File: config.mk
export PLATFORM = sky130hd
export DESIGN_NAME = hex8_scan
export DESIGN_NICKNAME = d
export VERILOG_FILES = /design/src/rtl/hex8_scan.sv
export SDC_FILE = /design/constraint.sdc
export NUM_CORES = 1
export LEC_CHECK = 0
export CAP_MARGIN = 25
export CORE_MARGIN = 8
export CORE_UTILIZATION = 50
export DETAILED_ROUTE_END_ITERATION = 10
export PLACE_DENSITY = 0.75
export SKIP_LAST_GASP = 1
export SLEW_MARGIN = 0
export SYNTH_ARGS = -nofsm -noshare
export SYNTH_HDL_FRONTEND = slang
export SYNTH_SLANG_ARGS = --single-unit
File: constraint.sdc
create_clock -name Clk -period 4.7 [get_ports Clk]
set_clock_uncertainty 0.15 [all_clocks]
set_input_delay 1.175 -clock Clk [delete_from_list [all_inputs] [get_ports Clk]]
set_output_delay 1.175 -clock Clk [all_outputs]
set_load 0.005 [all_outputs]
File: src/rtl/hex8_scan.sv
// hex8_scan: eight-digit seven-segment scan controller feeding a 74HC595 serialiser.
// Holds a 32-bit hex value, presents one digit per scan slot as a 16-bit
// {segments, digit-select} word, and pulses a one-cycle strobe with each new word.
//
// Parameters:
//   SCAN_MAX       clocks per digit slot (>= 2; >= 132 when driving the 595 serialiser)
//   SEG_ACTIVE_LOW 1: segment lit when its bit is 0 (common anode)
//   SEL_ACTIVE_LOW 1: digit selected when its bit is 0
// Ports:
//   Clk        in   system clock, rising edge
//   Reset_n    in   asynchronous active-low reset
//   Disp_Data  in   nibble i is the hex value of digit i (digit 0 rightmost)
//   Dot        in   bit i lights the decimal point of digit i
//   Blank      in   bit i turns off every segment of digit i (still selected)
//   Data_out   out  [15:8] segments {dp,g,f,e,d,c,b,a}, [7:0] one-hot digit select
//   Data_vld   out  one-cycle pulse when Data_out takes a new word
module hex8_scan #(
  parameter int unsigned SCAN_MAX       = 50000,
  parameter bit          SEG_ACTIVE_LOW = 1'b1,
  parameter bit          SEL_ACTIVE_LOW = 1'b0
) (
  input  logic        Clk,
  input  logic        Reset_n,
  input  logic [31:0] Disp_Data,
  input  logic [7:0]  Dot,
  input  logic [7:0]  Blank,
  output logic [15:0] Data_out,
  output logic        Data_vld
);

  localparam int unsigned CntW    = (SCAN_MAX > 1) ? $clog2(SCAN_MAX) : 1;
  localparam logic [CntW-1:0] CntLast = CntW'(SCAN_MAX - 1);
  localparam logic [7:0] SegOff  = SEG_ACTIVE_LOW ? 8'hFF : 8'h00;
  localparam logic [7:0] SelOff  = SEL_ACTIVE_LOW ? 8'hFF : 8'h00;

  // Active-high {g,f,e,d,c,b,a} pattern for one hex digit.
  function automatic logic [6:0] decode(input logic [3:0] nib);
    logic [6:0] seg;
    seg = 7'h00;
    case (nib)
      4'h0: seg = 7'h3F;
      4'h1: seg = 7'h06;
      4'h2: seg = 7'h5B;
      4'h3: seg = 7'h4F;
      4'h4: seg = 7'h66;
      4'h5: seg = 7'h6D;
      4'h6: seg = 7'h7D;
      4'h7: seg = 7'h07;
      4'h8: seg = 7'h7F;
      4'h9: seg = 7'h6F;
      4'hA: seg = 7'h77;
      4'hB: seg = 7'h7C;
      4'hC: seg = 7'h39;
      4'hD: seg = 7'h5E;
      4'hE: seg = 7'h79;
      default: seg = 7'h71;
    endcase
    return seg;
  endfunction

  logic [CntW-1:0] cnt_q;
  logic [2:0]      idx_q;
  logic [31:0]     shadow_data_q;
  logic [7:0]      shadow_dot_q;
  logic [7:0]      shadow_blank_q;

  logic        tick;
  logic        frame_start;
  logic [31:0] cur_data;
  logic [7:0]  cur_dot;
  logic [7:0]  cur_blank;
  logic [3:0]  nib;
  logic [7:0]  seg_raw;
  logic [15:0] word;

  always_comb begin
    tick        = (cnt_q == CntLast);
    frame_start = tick && (idx_q == 3'd0);
    // Digit 0 of a frame uses the live inputs so it agrees with what the
    // shadows capture on the same edge; later digits use the frozen copy.
    cur_data    = frame_start ? Disp_Data : shadow_data_q;
    cur_dot     = frame_start ? Dot       : shadow_dot_q;
    cur_blank   = frame_start ? Blank     : shadow_blank_q;
    nib         = cur_data[{idx_q, 2'b00} +: 4];
    seg_raw     = cur_blank[idx_q] ? 8'h00 : {cur_dot[idx_q], decode(nib)};
    word        = {seg_raw ^ SegOff, (8'b1 << idx_q) ^ SelOff};
  end

  always_ff @(posedge Clk or negedge Reset_n) begin
    if (!Reset_n) begin
      cnt_q          <= '0;
      idx_q          <= 3'd0;
      shadow_data_q  <= 32'h0;
      shadow_dot_q   <= 8'h00;
      shadow_blank_q <= 8'h00;
      Data_out       <= {SegOff, SelOff};
      Data_vld       <= 1'b0;
    end else begin
      cnt_q    <= tick ? '0 : cnt_q + CntW'(1);
      Data_vld <= tick;
      if (tick) begin
        idx_q    <= idx_q + 3'd1;
        Data_out <= word;
      end
      if (frame_start) begin
        shadow_data_q  <= Disp_Data;
        shadow_dot_q   <= Dot;
        shadow_blank_q <= Blank;
      end
    end
  end

endmodule

==> metrics.cfg, run 1 <==
[pwr]
power_density_mw_per_mm2=253.2
finalPower_uw=1343
power_leakage_uw=0.002262
ir_drop_mv=0.1674

[global_routing]
grt_pass1_wl_um=15370
grtUsageMet3_pct=3.283
antenna_found_initial=0
globalRouteMet1Util_pct=21.51
grt_use_total_pct=16.30
busiest_layer=met2
gr-total-overflow=0
grt_max_degree=85
grt_pass1_vias=3216
use_met2_pct=25.97

[critical_path]
reg2reg_depth=13
crit_arrival_ps=4100
end_kind=register
r2r-start=idx_q[1]
critPathRequiredTime_ps=4830
r2r_setup_slack_ps=730
crit_fanout=40
critPathKind=register to register
cp-start-kind=register
reg2reg_to=Data_out[11]
startpoint=idx_q[1]

[clocking]
cts_buffers=9
h-tree-depth=3
clk_path_buf_depth=2
cts_root_buf=clkbuf_8
clkLatencyLatePin_ps=360
cts.repair.resized=0
postCtsSetupRepairBufs=0
clk_pin_slew_ps=80
cts_tree=done
cts.sinks=84
cts_hold_buf=0

[die]
io_pins=67
die_w_um=109.5
dieHeight_um=109.5
num_rows=34
start_util_pct=50.82
design.core.area_mm2=0.008593
die_area_mm2=0.01198

[finish]
drive_gt1_share_pct=24.82
n_antenna_cell=0
nNetsFinal=485
layout.cells.non_filler=535
syn2layout_area_growth_pct=21.43

[synthesis]
yosysMostFrequentCell=dfrtp_1
ys_ff_latch=84
ys_warn_count=0
syn_area_per_cell_um2=12.30
netlist_instances=355
synth_top_area_cell=dfrtp_1
synth_edf_count=0
synthFlopType=dfrtp_1
synthDistinctLibCells=56
synth.area.top_cells=dfrtp_1 44%, mux2_2 13%, mux4_2 6.7%, dfstp_2 4.8%, ha_1 3.7%
async_reset_ff_share_pct=100.0
synthTopCellsByCount=76 x dfrtp_1, 50 x mux2_2, 43 x nand2_1
synth_top_cell_area_share_pct=43.55
syn_area_mm2=0.004367
synth_seq_area_share_pct=48.37
synth_fp_nets=418

[place]
place_congestion=0.7772
portBuffers=66
dp_cells=518
place_hpwl_um=6755

[detailed_routing]
ant_nets=0
wl_per_cell_um=16.93
dr.pass1.iters=4
vias_per_cell=5.708
wl_um=9058
dr.first_iter.drc_count=101
route.vias.total=3054
drc=0

[timing]
period_needed_ps=3974
hold_viol_final=0
worst-slew-pin-transition_ps=573.0
fmax_mhz=251.6
slew_violations=0
whs_ps=324.4
fin_tns_setup_ps=0
relSlewSlack_pct=61.80
setup_viol=0
post-route-period-util_pct=84.55
rsz0062_at_grt=false

[hold_path]
hold_path_depth=2
hp-start=Data_out[5]
min_to=Data_out[5]
hold_class=register to register

[outcome]
status=complete, no violations

[run]
max_cap_viol_count=0

power by group:
| part | switching (uW) | leakage, uW | internal [uW] |
|---|---|---|---|
| Combinational | 48.6 | 0.00117 | 76.5 |
| Sequential | 8.64 | 0.00101 | 744 |
| Clock | 272 | 0.0000820 | 193 |
area by class of cell:
class                           instances  area [um^2]
Fill cell                             705         3291
Timing Repair Buffer                   73        730.7
Tap cell                              108        135.1
Clock inverter                          7        50.05
Clock buffer                            9        123.9
Sequential cell                        84         2112
Multi-Input combinational cell        246         2121
Inverter                                8        30.03
flip-flops by register name, indices dropped and copies added, names as in the netlist:
name            count
idx_q               3
cnt_q              16
shadow_blank_q      8
Data_out           16
shadow_data_q      32
shadow_dot_q        8
Data_vld            1
cells by family (layout without fill, tap and decap cells):
| family | after synthesis | in the layout | synth area share, % |
|---|---|---|---|
| and+or+nand+nor | 110 | 110 | 13.01 |
| DFF | 84 | 84 | 48.37 |
| adders and majority gates | 13 | 13 | 3.725 |
| muxes | 71 | 71 | 22.55 |
| AOI/OAI and AO/OA | 37 | 37 | 6.275 |
| buffers and inverters | 25 | 97 | 3.066 |
| xor gates and xnor gates | 15 | 15 | 3.009 |
critical path, cell delays in order (launching register included):
cell and delay [ps]:
dfrtp_1 580, inv_1 150, ha_1 220, inv_1 90, nor2_1 390, nand2_4 430, mux4_2 580, a22oi_1 250
nand2_1 150, inv_1 150, ha_1 260, mux2i_1 170, mux2i_1 120, a21oi_1 190
routing by layer:
| layer | part of all wire (%) | up-vias |
|---|---|---|
| met4 | 1.3 | 0 |
| li1 | - | 1420 |
| met1 | 43 | 1538 |
| met3 | 6.3 | 8 |
| met5 | 0 | - |
| met2 | 50 | 88 |
worst max-delay path by stage:
| stage | to | slack, ps | cells past startpoint |
|---|---|---|---|
| after CTS | Data_out[11] | 760 | 11 |
| after detailed placement | Data_out[14] | 800 | 11 |
| final | Data_out[11] | 730 | 13 |
| after global placement | Data_out[10] | 820 | 11 |
| after global routing | Data_out[11] | 310 | 13 |
| after floorplan | Data_out[9] | 1370 | 12 |
placed cells by master (no fill, tap or decap), types with 3 or more instances in the layout:
master / n
o21ai_0: 7
dfstp_2: 8
clkinvlp_4: 3
buf_4: 7
ha_1: 13
mux4_2: 13
xnor2_1: 7
and3_1: 5
mux2_2: 50
dfrtp_1: 76
nand4_1: 3
a21oi_1: 6
mux2i_1: 5
nand2_1: 43
nand3_1: 16
inv_1: 7
clkbuf_8: 9
xor2_1: 8
o21a_1: 3
clkdlybuf4s50_1: 65
o221ai_1: 3
nor2_1: 24
mux4_1: 3
per-stage QoR:
step | setup WS, ps | utilization, % | cell area [um^2]
after CTS | 755.6 | 61.39 | 5275
final | 726.0 | 61.71 | 5303
after global placement | 820.2 | 59.27 | 5094
after floorplan | 1367 | - | 4367
after detailed placement | 795.9 | 59.36 | 5101
after global routing | 313.6 | 61.71 | 5303
No activity file was read; power rests on OpenSTA's default activity.
==> run 2: changes to the inputs <==
--- a/config.mk
+++ b/config.mk
@@ -7,9 +7,9 @@
 export LEC_CHECK = 0
 export CAP_MARGIN = 25
 export CORE_MARGIN = 8
-export CORE_UTILIZATION = 50
+export CORE_UTILIZATION = 49
 export DETAILED_ROUTE_END_ITERATION = 10
-export PLACE_DENSITY = 0.75
+export PLACE_DENSITY = 0.76
 export SKIP_LAST_GASP = 1
 export SLEW_MARGIN = 0
 export SYNTH_ARGS = -nofsm -noshare
==> constraint.sdc (replaced) <==
create_clock -name Clk -period 3.6 [get_ports Clk]
set_clock_uncertainty 0.15 [all_clocks]
set_input_delay 0.9 -clock Clk [delete_from_list [all_inputs] [get_ports Clk]]
set_output_delay 0.9 -clock Clk [all_outputs]
set_load 0.005 [all_outputs]
==> run 2 against run 1 <==
  * Setup slack lost 610 ps
  * Register-to-register slack lost 610 ps
  * Clock power grew 60%
  * Final cell count grew 2.4%
  * Critical endpoint is now Data_out[9]
  * Largest power group unchanged
==> metrics.cfg, run 2 (synthesis gave the netlist of run 1 again) <==
[outcome]
status=complete, no violations

[detailed_routing]
drc=0  ; unchanged
wl_per_cell_um=18.05  ; +6.6%
ant_nets=0  ; unchanged
dr.first_iter.drc_count=143  ; +42%
dr.pass1.iters=4  ; unchanged
route.vias.total=3125  ; +2.3%
vias_per_cell=5.703  ; -0.10%
wl_um=9893  ; +9.2%

[die]
num_rows=34  ; unchanged
die_w_um=110.4  ; +0.87%
design.core.area_mm2=0.008678  ; +0.99%
start_util_pct=50.32  ; -0.50 points
dieHeight_um=110.4  ; +0.87%
io_pins=67  ; unchanged
die_area_mm2=0.01219  ; +1.7%

[finish]
finish.utilization_pct=63.22  ; +1.5 points
regMostFlops=shadow_data_q
largest_registers=shadow_data_q: 32 flops, Data_out: 16 flops, cnt_q: 16 flops
drive_gt1_share_pct=28.18  ; +3.4 points
largest_reg_flops=32  ; unchanged
multi_input_area_mm2=0.002167  ; +2.2%
n_antenna_cell=0  ; unchanged
seqCellArea_mm2=0.002113  ; about the same
nNetsFinal=498  ; +2.7%
mostFrequentLayoutCell=dfrtp_1
syn2layout_area_growth_pct=25.64
layout_common_cells=75 x dfrtp_1, 65 x clkdlybuf4s50_1, 50 x mux2_2
fill_cells=728  ; +3.3%

[global_routing]
grt_pass1_vias=3252  ; +1.1%
grt_use_total_pct=15.92  ; -0.38 points
grt_max_degree=85  ; unchanged
antenna_found_initial=0  ; unchanged
gr-total-overflow=0  ; unchanged
grt_pass1_wl_um=16070  ; +4.5%

[timing]
post-route-period-util_pct=96.72  ; +12 points
slew_violations=0  ; unchanged
fin_tns_setup_ps=0  ; unchanged
relSlewSlack_pct=64.47  ; +2.7 points
fmax_mhz=287.2  ; +14%
worst-slew-pin-transition_ps=525.8  ; -47.28 ps
period_needed_ps=3482  ; -492.1 ps
hold_viol_final=0  ; unchanged
setup_viol=0  ; unchanged

[clocking]
clk_pin_slew_ps=90  ; about the same
clkLatencyLatePin_ps=360  ; about the same
h-tree-depth=3  ; unchanged
cts_tree=done
cts_buffers=9  ; unchanged
cts_root_buf=clkbuf_8
clk_path_buf_depth=2  ; unchanged
cts.sinks=84  ; unchanged
cts_hold_buf=0  ; unchanged

[critical_path]
cp-start-kind=register
critPathRequiredTime_ps=3740  ; -1090 ps
slowest_stage=or4_4
path_cells=or4_4 > nor4_4 > buf_6 > nand2_8 > mux4_2 > nand2_1 > nand4_1 > inv_1 > ha_1 > nand2b_1 > a32oi_1 > a21oi_1
critPathKind=register to register
crit_arrival_ps=3620  ; -480 ps
cpPeakStageDelay_ps=540  ; -40 ps
crit_fanout=12  ; -70%
end_kind=register

[place]
portBuffers=66  ; unchanged
place_congestion=0.8555  ; +10%
place_hpwl_um=7195  ; +6.5%

[pwr]
power_leakage_uw=0.002346  ; +3.7%
ir_drop_mv=0.2137  ; +28%
power_density_mw_per_mm2=346.1  ; +37%

[run]
max_cap_viol_count=0  ; unchanged

[hold_path]
hold_class=register to register

## run 2: cell types whose count changed in the layout (fill, tap and decap cells not counted), sizes merged
cell	previous run	this run
clkinvlp	3	2
nand2	44	45
clkbuf	9	10
bufinv	0	2
buf	8	20
inv	10	8
## run 2: stage by stage
step           setup WS, ps  hold WS (ps)  instance area, um^2  std cells  power [uW]
6_report              118.1         313.1                 5487        548        1899
5_1_grt              -1.894         329.6                 5487        548        1972
3_5_place_dp          131.6         304.3                 5161        526        1164
2_1_floorplan         266.9         275.1                 4367        355        1066
3_3_place_gp          205.0         293.7                 5161        526        1157
4_1_cts               88.16         315.6                 5378        542        1903
## run 2: layer usage
layer	track usage (%)	wire length, um	up-vias
li1	-	-	1445
met1	20.29	4444	1557
met2	25.04	4727	110
met3	4.816	586	13
met4	5.495	134	0
met5	0	0	-
## run 2: timing repair
item | in CTS | in global routing
setup buffers | 0 | 4
gates resized for setup | 0 | 9
setup endpoints to repair | 0 | 6
## run 2: cell type report
class | count | share of cell area [%]
timing repair buffer | 85 | 15.03
inverter | 8 | 0.5473
multi-input combinational | 247 | 39.50
sequential | 84 | 38.52
tap | 108 | 2.463
clock inverter | 6 | 1.619
clock buffer | 10 | 2.326
## run 2: final timing paths
path / start / endpoint / slack [ps] / cells after the start
min reg2reg: cnt_q[0] / cnt_q[0] / 310 / 1
max in group asynchronous: Reset_n / Data_out[11] / 2290 / 2
max reg2reg: cnt_q[11] / Data_out[9] / 120 / 12
min in group asynchronous: Reset_n / shadow_dot_q[7] / 360 / 1
min: cnt_q[0] / cnt_q[0] / 310 / 1
max: cnt_q[11] / Data_out[9] / 120 / 12
## run 2: worst max-delay path, delay by kind of cell, from the launching register on
kind | cells | cell delay, ps
simple gates | 6 | 1360
mux | 1 | 470
flops | 1 | 450
buf+inv | 2 | 350
compound gates | 2 | 350
fa+ha+maj | 1 | 260
## run 2: power breakdown
group	total, uW	switching (uW)	internal [uW]
clock	746	355	391
combinational	170	67.5	103
sequential	983	11.5	971
total	1900	434	1460
